## config.mk

```make
export PLATFORM = sky130hd
export DESIGN_NAME = nios_fast_oci_cmd_scheduler
export DESIGN_NICKNAME = d
export VERILOG_FILES = /design/src/rtl/nios_fast_oci_cmd_scheduler.sv
export SDC_FILE = /design/constraint.sdc
export NUM_CORES = 1
export LEC_CHECK = 0
export CELL_PAD_IN_SITES_DETAIL_PLACEMENT = 0
export CELL_PAD_IN_SITES_GLOBAL_PLACEMENT = 1
export CORE_ASPECT_RATIO = 1.75
export CORE_MARGIN = 4
export CORE_UTILIZATION = 47
export CTS_BUF_LIST = sky130_fd_sc_hd__clkbuf_2 sky130_fd_sc_hd__clkbuf_4 sky130_fd_sc_hd__clkbuf_8
export DETAILED_ROUTE_END_ITERATION = 6
export GPL_ROUTABILITY_DRIVEN = 1
export HOLD_SLACK_MARGIN = 0.02
export PLACE_DENSITY = 0.9
export SYNTH_ARGS = -nofsm -noshare
export SYNTH_HDL_FRONTEND = slang
export SYNTH_SLANG_ARGS = --single-unit
```

## constraint.sdc

```tcl
create_clock -name clk -period 13.4 [get_ports clk]
set_input_delay 2.68 -clock clk [delete_from_list [all_inputs] [get_ports clk]]
set_output_delay 2.68 -clock clk [all_outputs]
set_load 0.005 [all_outputs]
```

## src/rtl/nios_fast_oci_cmd_scheduler.sv

```systemverilog
// JTAG debug command scheduler: queues take_action strobes, executes them in order against
// the OCI RAM / break registers, and shares the RAM port round-robin with CPU monitor accesses.
module nios_fast_oci_cmd_scheduler #(
  parameter int FIFO_DEPTH = 4,
  parameter int ADDR_W     = 8
) (
  input  logic              clk,
  input  logic              reset,
  input  logic              take_action_ocimem_a,
  input  logic              take_action_ocimem_b,
  input  logic              take_action_break_a,
  input  logic              take_action_break_b,
  input  logic              take_action_break_c,
  input  logic [37:0]       jdo,
  input  logic              clr_overflow,
  output logic              cmd_overflow,
  input  logic              cpu_req,
  input  logic              cpu_wr,
  input  logic [ADDR_W-1:0] cpu_addr,
  input  logic [31:0]       cpu_wdata,
  output logic              cpu_gnt,
  output logic              cpu_rvalid,
  output logic [31:0]       cpu_rdata,
  output logic              ram_en,
  output logic              ram_wr,
  output logic [ADDR_W-1:0] ram_addr,
  output logic [31:0]       ram_wdata,
  input  logic [31:0]       ram_rdata,
  output logic              mon_rvalid,
  output logic [31:0]       mon_rdata,
  output logic              brk_wr,
  output logic [1:0]        brk_sel,
  output logic [31:0]       brk_data
);

  localparam int PTR_W = $clog2(FIFO_DEPTH);
  localparam logic [PTR_W:0] DEPTH_CNT = FIFO_DEPTH[PTR_W:0];

  typedef enum logic [2:0] {OP_MEM_A, OP_MEM_B, OP_BRK_A, OP_BRK_B, OP_BRK_C} op_t;
  typedef enum logic [2:0] {IDLE, J_ISSUE, J_RDWAIT, C_ISSUE, C_RDWAIT} state_t;
  typedef enum logic {GNT_CPU, GNT_JTAG} grant_t;

  typedef struct packed {
    op_t         op;
    logic        rd;
    logic [31:0] data;
  } cmd_t;

  cmd_t              fifo_mem [FIFO_DEPTH];
  logic [PTR_W-1:0]  wr_ptr, rd_ptr;
  logic [PTR_W:0]    count;
  state_t            state;
  grant_t            last_grant;
  logic [ADDR_W-1:0] addr_ptr;

  logic [4:0]        strobes;
  logic              any_strobe, multi_strobe, fifo_full, enq, pop;
  cmd_t              new_cmd, head;
  logic [ADDR_W-1:0] head_addr;
  logic              unused_jdo_bits;

  always_comb begin
    strobes      = {take_action_break_c, take_action_break_b, take_action_break_a,
                    take_action_ocimem_b, take_action_ocimem_a};
    any_strobe   = |strobes;
    multi_strobe = (strobes & (strobes - 5'd1)) != '0;
    new_cmd.rd   = jdo[35];
    new_cmd.data = jdo[31:0];
    if (take_action_ocimem_a)      new_cmd.op = OP_MEM_A;
    else if (take_action_ocimem_b) new_cmd.op = OP_MEM_B;
    else if (take_action_break_a)  new_cmd.op = OP_BRK_A;
    else if (take_action_break_b)  new_cmd.op = OP_BRK_B;
    else                           new_cmd.op = OP_BRK_C;
    fifo_full = (count == DEPTH_CNT);
    head      = fifo_mem[rd_ptr];
    head_addr = head.data[ADDR_W-1:0];
    // JTAG wins IDLE unless the CPU is waiting and JTAG had the previous turn
    pop = (state == IDLE) && (count != '0) && (!cpu_req || last_grant == GNT_CPU);
    enq = any_strobe && (!fifo_full || pop);
    unused_jdo_bits = ^{jdo[37:36], jdo[34:32]};
  end

  always_ff @(posedge clk) begin
    if (enq) fifo_mem[wr_ptr] <= new_cmd;
  end

  always_ff @(posedge clk or posedge reset) begin
    if (reset) begin
      wr_ptr       <= '0;
      rd_ptr       <= '0;
      count        <= '0;
      cmd_overflow <= 1'b0;
    end else begin
      if (enq) wr_ptr <= wr_ptr + PTR_W'(1);
      if (pop) rd_ptr <= rd_ptr + PTR_W'(1);
      case ({enq, pop})
        2'b10:   count <= count + (PTR_W+1)'(1);
        2'b01:   count <= count - (PTR_W+1)'(1);
        default: count <= count;
      endcase
      if (clr_overflow)                            cmd_overflow <= 1'b0;
      else if (multi_strobe || (any_strobe && !enq)) cmd_overflow <= 1'b1;
    end
  end

  always_ff @(posedge clk or posedge reset) begin
    if (reset) begin
      state      <= IDLE;
      last_grant <= GNT_CPU;
      addr_ptr   <= '0;
      ram_en     <= 1'b0;
      ram_wr     <= 1'b0;
      ram_addr   <= '0;
      ram_wdata  <= '0;
      cpu_gnt    <= 1'b0;
      cpu_rvalid <= 1'b0;
      cpu_rdata  <= '0;
      mon_rvalid <= 1'b0;
      mon_rdata  <= '0;
      brk_wr     <= 1'b0;
      brk_sel    <= '0;
      brk_data   <= '0;
    end else begin
      ram_en     <= 1'b0;
      ram_wr     <= 1'b0;
      ram_addr   <= '0;
      ram_wdata  <= '0;
      cpu_gnt    <= 1'b0;
      cpu_rvalid <= 1'b0;
      mon_rvalid <= 1'b0;
      brk_wr     <= 1'b0;
      case (state)
        IDLE: begin
          if (pop) begin
            last_grant <= GNT_JTAG;
            case (head.op)
              OP_MEM_A: begin
                if (head.rd) begin
                  addr_ptr <= head_addr + ADDR_W'(1);
                  ram_en   <= 1'b1;
                  ram_addr <= head_addr;
                  state    <= J_ISSUE;
                end else begin
                  addr_ptr <= head_addr;
                end
              end
              OP_MEM_B: begin
                addr_ptr  <= addr_ptr + ADDR_W'(1);
                ram_en    <= 1'b1;
                ram_wr    <= 1'b1;
                ram_addr  <= addr_ptr;
                ram_wdata <= head.data;
                state     <= J_ISSUE;
              end
              default: begin
                brk_wr   <= 1'b1;
                brk_data <= head.data;
                case (head.op)
                  OP_BRK_A: brk_sel <= 2'd0;
                  OP_BRK_B: brk_sel <= 2'd1;
                  default:  brk_sel <= 2'd2;
                endcase
              end
            endcase
          end else if (cpu_req) begin
            last_grant <= GNT_CPU;
            cpu_gnt    <= 1'b1;
            ram_en     <= 1'b1;
            ram_wr     <= cpu_wr;
            ram_addr   <= cpu_addr;
            ram_wdata  <= cpu_wr ? cpu_wdata : '0;
            state      <= C_ISSUE;
          end
        end
        // ram_wr still holds the direction of the access issued this cycle
        J_ISSUE: state <= ram_wr ? IDLE : J_RDWAIT;
        C_ISSUE: state <= ram_wr ? IDLE : C_RDWAIT;
        J_RDWAIT: begin
          mon_rvalid <= 1'b1;
          mon_rdata  <= ram_rdata;
          state      <= IDLE;
        end
        C_RDWAIT: begin
          cpu_rvalid <= 1'b1;
          cpu_rdata  <= ram_rdata;
          state      <= IDLE;
        end
        default: state <= IDLE;
      endcase
    end
  end

endmodule
```

==> results by group <==
Run status
  – Outcome: completed

Worst setup path
  – Crit-path cells: clkdlybuf4s50_1, nor4_1, nor2b_1, nand2_1, fa_1, o31ai_1, xor2_1
  – Arr. time, crit path: roughly 5.3 ns
  – Crit path max-delay family: simple AND/OR/NAND/NOR gates
  – Crit Path Category: in2reg
  – CP max FO: 5
  – Worst path bufs/invs: 1
  – Setup crit end kind: flop
  – Startpoint Class: primary input
  – CP max-delay cell: nor4_1
  – Required @ worst endpoint: between 10 and 15 ns
  – CP peak stage delay: around 0.71 ns

CTS
  – Resized cells post-CTS: 0
  – CTS clk-pin slew, worst paths: roughly 0.070 ns
  – Post-CTS Setup Bufs: 0
  – CTS tree: built
  – H-tree levels: 2
  – TritonCTS buffer count: 43
  – Clock sinks: 308
  – Root Buffer: clkbuf_8
  – Worst skew pair latency: around 0.58 ns
  – Longest Clk Path Bufs: 3
  – Hold_buf cts: 0

Drt
  – DRC: 0
  – Via count: 6,844
  – Final WL: ~27,000 um
  – Vias per cell: around 5.3
  – Per-cell routed wire length: slightly above 20 um
  – DRT iter0 DRCs: 287
  – Antenna Nets Post-Route: 0
  – TritonRoute pass-1 iters: 4

Place
  – Setup WS pre-CTS: ~8 ns
  – Post-DP HPWL: roughly 18,000 um
  – Global placer's final weighted congestion: just over 0.8
  – Port buffer count: around 260
  – Inst Count DP: 1,215
  – Placed Area: roughly 15,000 um^2

Pwr
  – VDD IR-drop max: roughly 0.00015 V
  – Cell internal pwr: about 2.6 mW
  – Logic pwr share: between 30 and 40%
  – Flop pwr share: 41.3%
  – Clock network power share: roughly 20%
  – Leak: 5.99 nW
  – Psw: about 1.2 mW
  – Switching Fraction: a little under a third
  – Final Power: about 3.8 mW
  – PwrDens: roughly 240 nW/um^2

Synthesis
  – Cell taking the most area after synthesis: edfxtp_1
  – Syn_area_per_cell: 18.0 um^2
  – Top post-synthesis cells by count: dfrtp_1 (164), edfxtp_1 (144), mux2_2 (98)
  – Mapped Cells: approximately 670
  – Top_reg_cell synth: dfrtp_1
  – Ys Warns: 0
  – Yosys top cell area share: a little over a third
  – Ys async rst share: a little over half
  – Count leader, synth: dfrtp_1
  – Post-synth EDFFs: between 100 and 150
  – Synth area leaders: edfxtp_1 (36%), dfrtp_1 (34%), mux2_2 (9.2%)
  – Register bit total from synthesis: just over 300
  – Netlist cell types: just under 60
  – Seq/Total Area, Yosys: roughly 70%
  – Mapped cell area: 12,000 um^2
  – Synth Net Count: 796

GRT
  – First-pass GRT wire length: slightly above 40,000 um
  – GR Overflow Total: 0
  – Pin count of the biggest net entering global routing: 87
  – Antenna violations before repair: 2
  – All-Layer GR Usage: 19.0%
  – Vias in the first global route: 7,426

Timing
  – Final worst slack: roughly 8.6 ns
  – Final Max Tran Viols: 0
  – Clock Skews: ~0.021 ns
  – FMAX: between 200 and 250 MHz
  – Hold Vio Cnt, Final: 0
  – # setup viols final: 0
  – Slew Limit Headroom: between 20% and 30%
  – Final period util: 36.0%
  – Shortest period the worst path allows: 4.83 ns
  – TNS Setup: 0 ns
  – WHS: 0.472 ns
  – Pin slew with the least headroom to its limit: 1.05 ns
  – Unrepaired setup endpoints after global routing: false

Worst hold path
  – Min-delay worst type: reg2reg

Floorplan
  – Initial core utilization: 47.6%
  – Die area: between 20,000 and 30,000 um^2
  – Chip Height: roughly 220 um
  – I/O pin count: around 270
  – Core area: 25,200 um^2
  – Die W: roughly 130 um
  – Core Rows: 77

Final layout
  – Final core occ: between 60% and 70%
  – Fillers: 1,887
  – Layout cells sized above 1: between 20% and 30%
  – Fin area: 15,700 um^2
  – Post-Layout Cell Count: 1,295
  – Area grow syn2layout: 30.8%
  – Nets: around 1.1k

Job
  – Max_cap viols: 0
==> cells by family (layout without fill, tap and decap cells) <==
logic type | Yosys count | count (layout) | share of synthesized area, %
AOI/OAI and AO/OA | 83 | 83 | 5.47
xor gates and xnor gates | 11 | 11 | 0.803
and+or+nand+nor | 81 | 81 | 4.02
other | 0 | 1 | 0
muxes | 136 | 136 | 16.1
adders and majority gates | 9 | 9 | 0.980
DFF | 308 | 308 | 70.2
buffers and inverters | 40 | 350 | 2.39
==> layout by cell type (no fill, tap or decap), types with 3 or more instances in the layout <==
cell,n
a22o_1,33
o21ai_1,10
nand2_1,27
clkbuf_8,47
xnor2_1,8
clkbuf_4,11
nor2_4,3
clkdlybuf4s50_1,259
buf_4,4
a21oi_1,8
clkinvlp_4,3
nor2_1,9
nor3_1,6
inv_1,6
nand4_1,4
bufinv_16,3
clkinv_2,4
mux2_2,98
a22oi_1,8
mux4_2,36
ha_1,7
and2_2,4
dfrtp_1,162
clkinv_1,10
o21ai_0,5
nand3_1,6
edfxtp_1,144
xor2_1,3
nand2b_1,3
==> flip-flops by register name (all words and copies together), names as in the netlist <==
| register | count |
|---|---|
| last_grant | 1 |
| ram_addr | 8 |
| cpu_rvalid | 1 |
| mon_rdata | 32 |
| rd_ptr | 2 |
| state | 3 |
| mon_rvalid | 1 |
| cpu_gnt | 1 |
| brk_data | 32 |
| cmd_overflow | 1 |
| fifo_mem | 144 |
| ram_wdata | 32 |
| addr_ptr | 8 |
| ram_wr | 1 |
| wr_ptr | 2 |
| brk_wr | 1 |
| count | 3 |
| cpu_rdata | 32 |
| ram_en | 1 |
| brk_sel | 2 |
==> worst register-to-register path: stages, from the launching register on <==
cell and delay [ns]:
dfrtp_2 0.34, buf_4 0.59, mux4_2 0.75, o21ai_4 0.52, buf_4 0.43, mux2_2 0.43
==> layout make-up <==
type	instances	area [um^2]	share of cell area, %
Sequential cell	308	8430	53.7
Multi-Input combinational cell	320	3310	21.1
Timing Repair Buffer	263	2620	16.7
Clock buffer	58	729	4.65
Tap cell	316	395	2.52
Clock inverter	21	179	1.14
Inverter	8	35.0	0.223
Antenna cell	1	2.50	0.0159
==> per-layer routing <==
metal	up-vias	wire, um	GRT usage, %
met5	-	12	0
met3	51	1720	4.46
met1	3470	9350	20.8
li1	3102	-	-
met4	2	806	7.08
met2	219	14800	35.0
==> final timing paths <==
| check | startpoint | endpoint | slack, ns | cells after the start |
|---|---|---|---|---|
| worst min register to register | state[2] | state[1] | 0.47 | 1 |
| worst max-delay path | take_action_ocimem_a | count[2] | 8.57 | 7 |
| min in group asynchronous | reset | ram_wdata[27] | 2.64 | 2 |
| worst max register to register | rd_ptr[0] | brk_data[17] | 10.21 | 5 |
| max in group asynchronous | reset | rd_ptr[0] | 9.22 | 3 |
| worst min-delay path | state[2] | state[1] | 0.47 | 1 |
==> power by group through the flow <==
stage | Clock [mW] | Combinational, mW | Sequential (mW)
2_1_floorplan | 0 | 0.879 | 1.55
3_3_place_gp | 0 | 1.47 | 1.57
3_5_place_dp | 0 | 1.50 | 1.59
4_1_cts | 0.785 | 1.50 | 1.57
5_1_grt | 0.827 | 1.60 | 1.61
6_report | 0.762 | 1.47 | 1.57
Power figures use the tool's default switching activity.
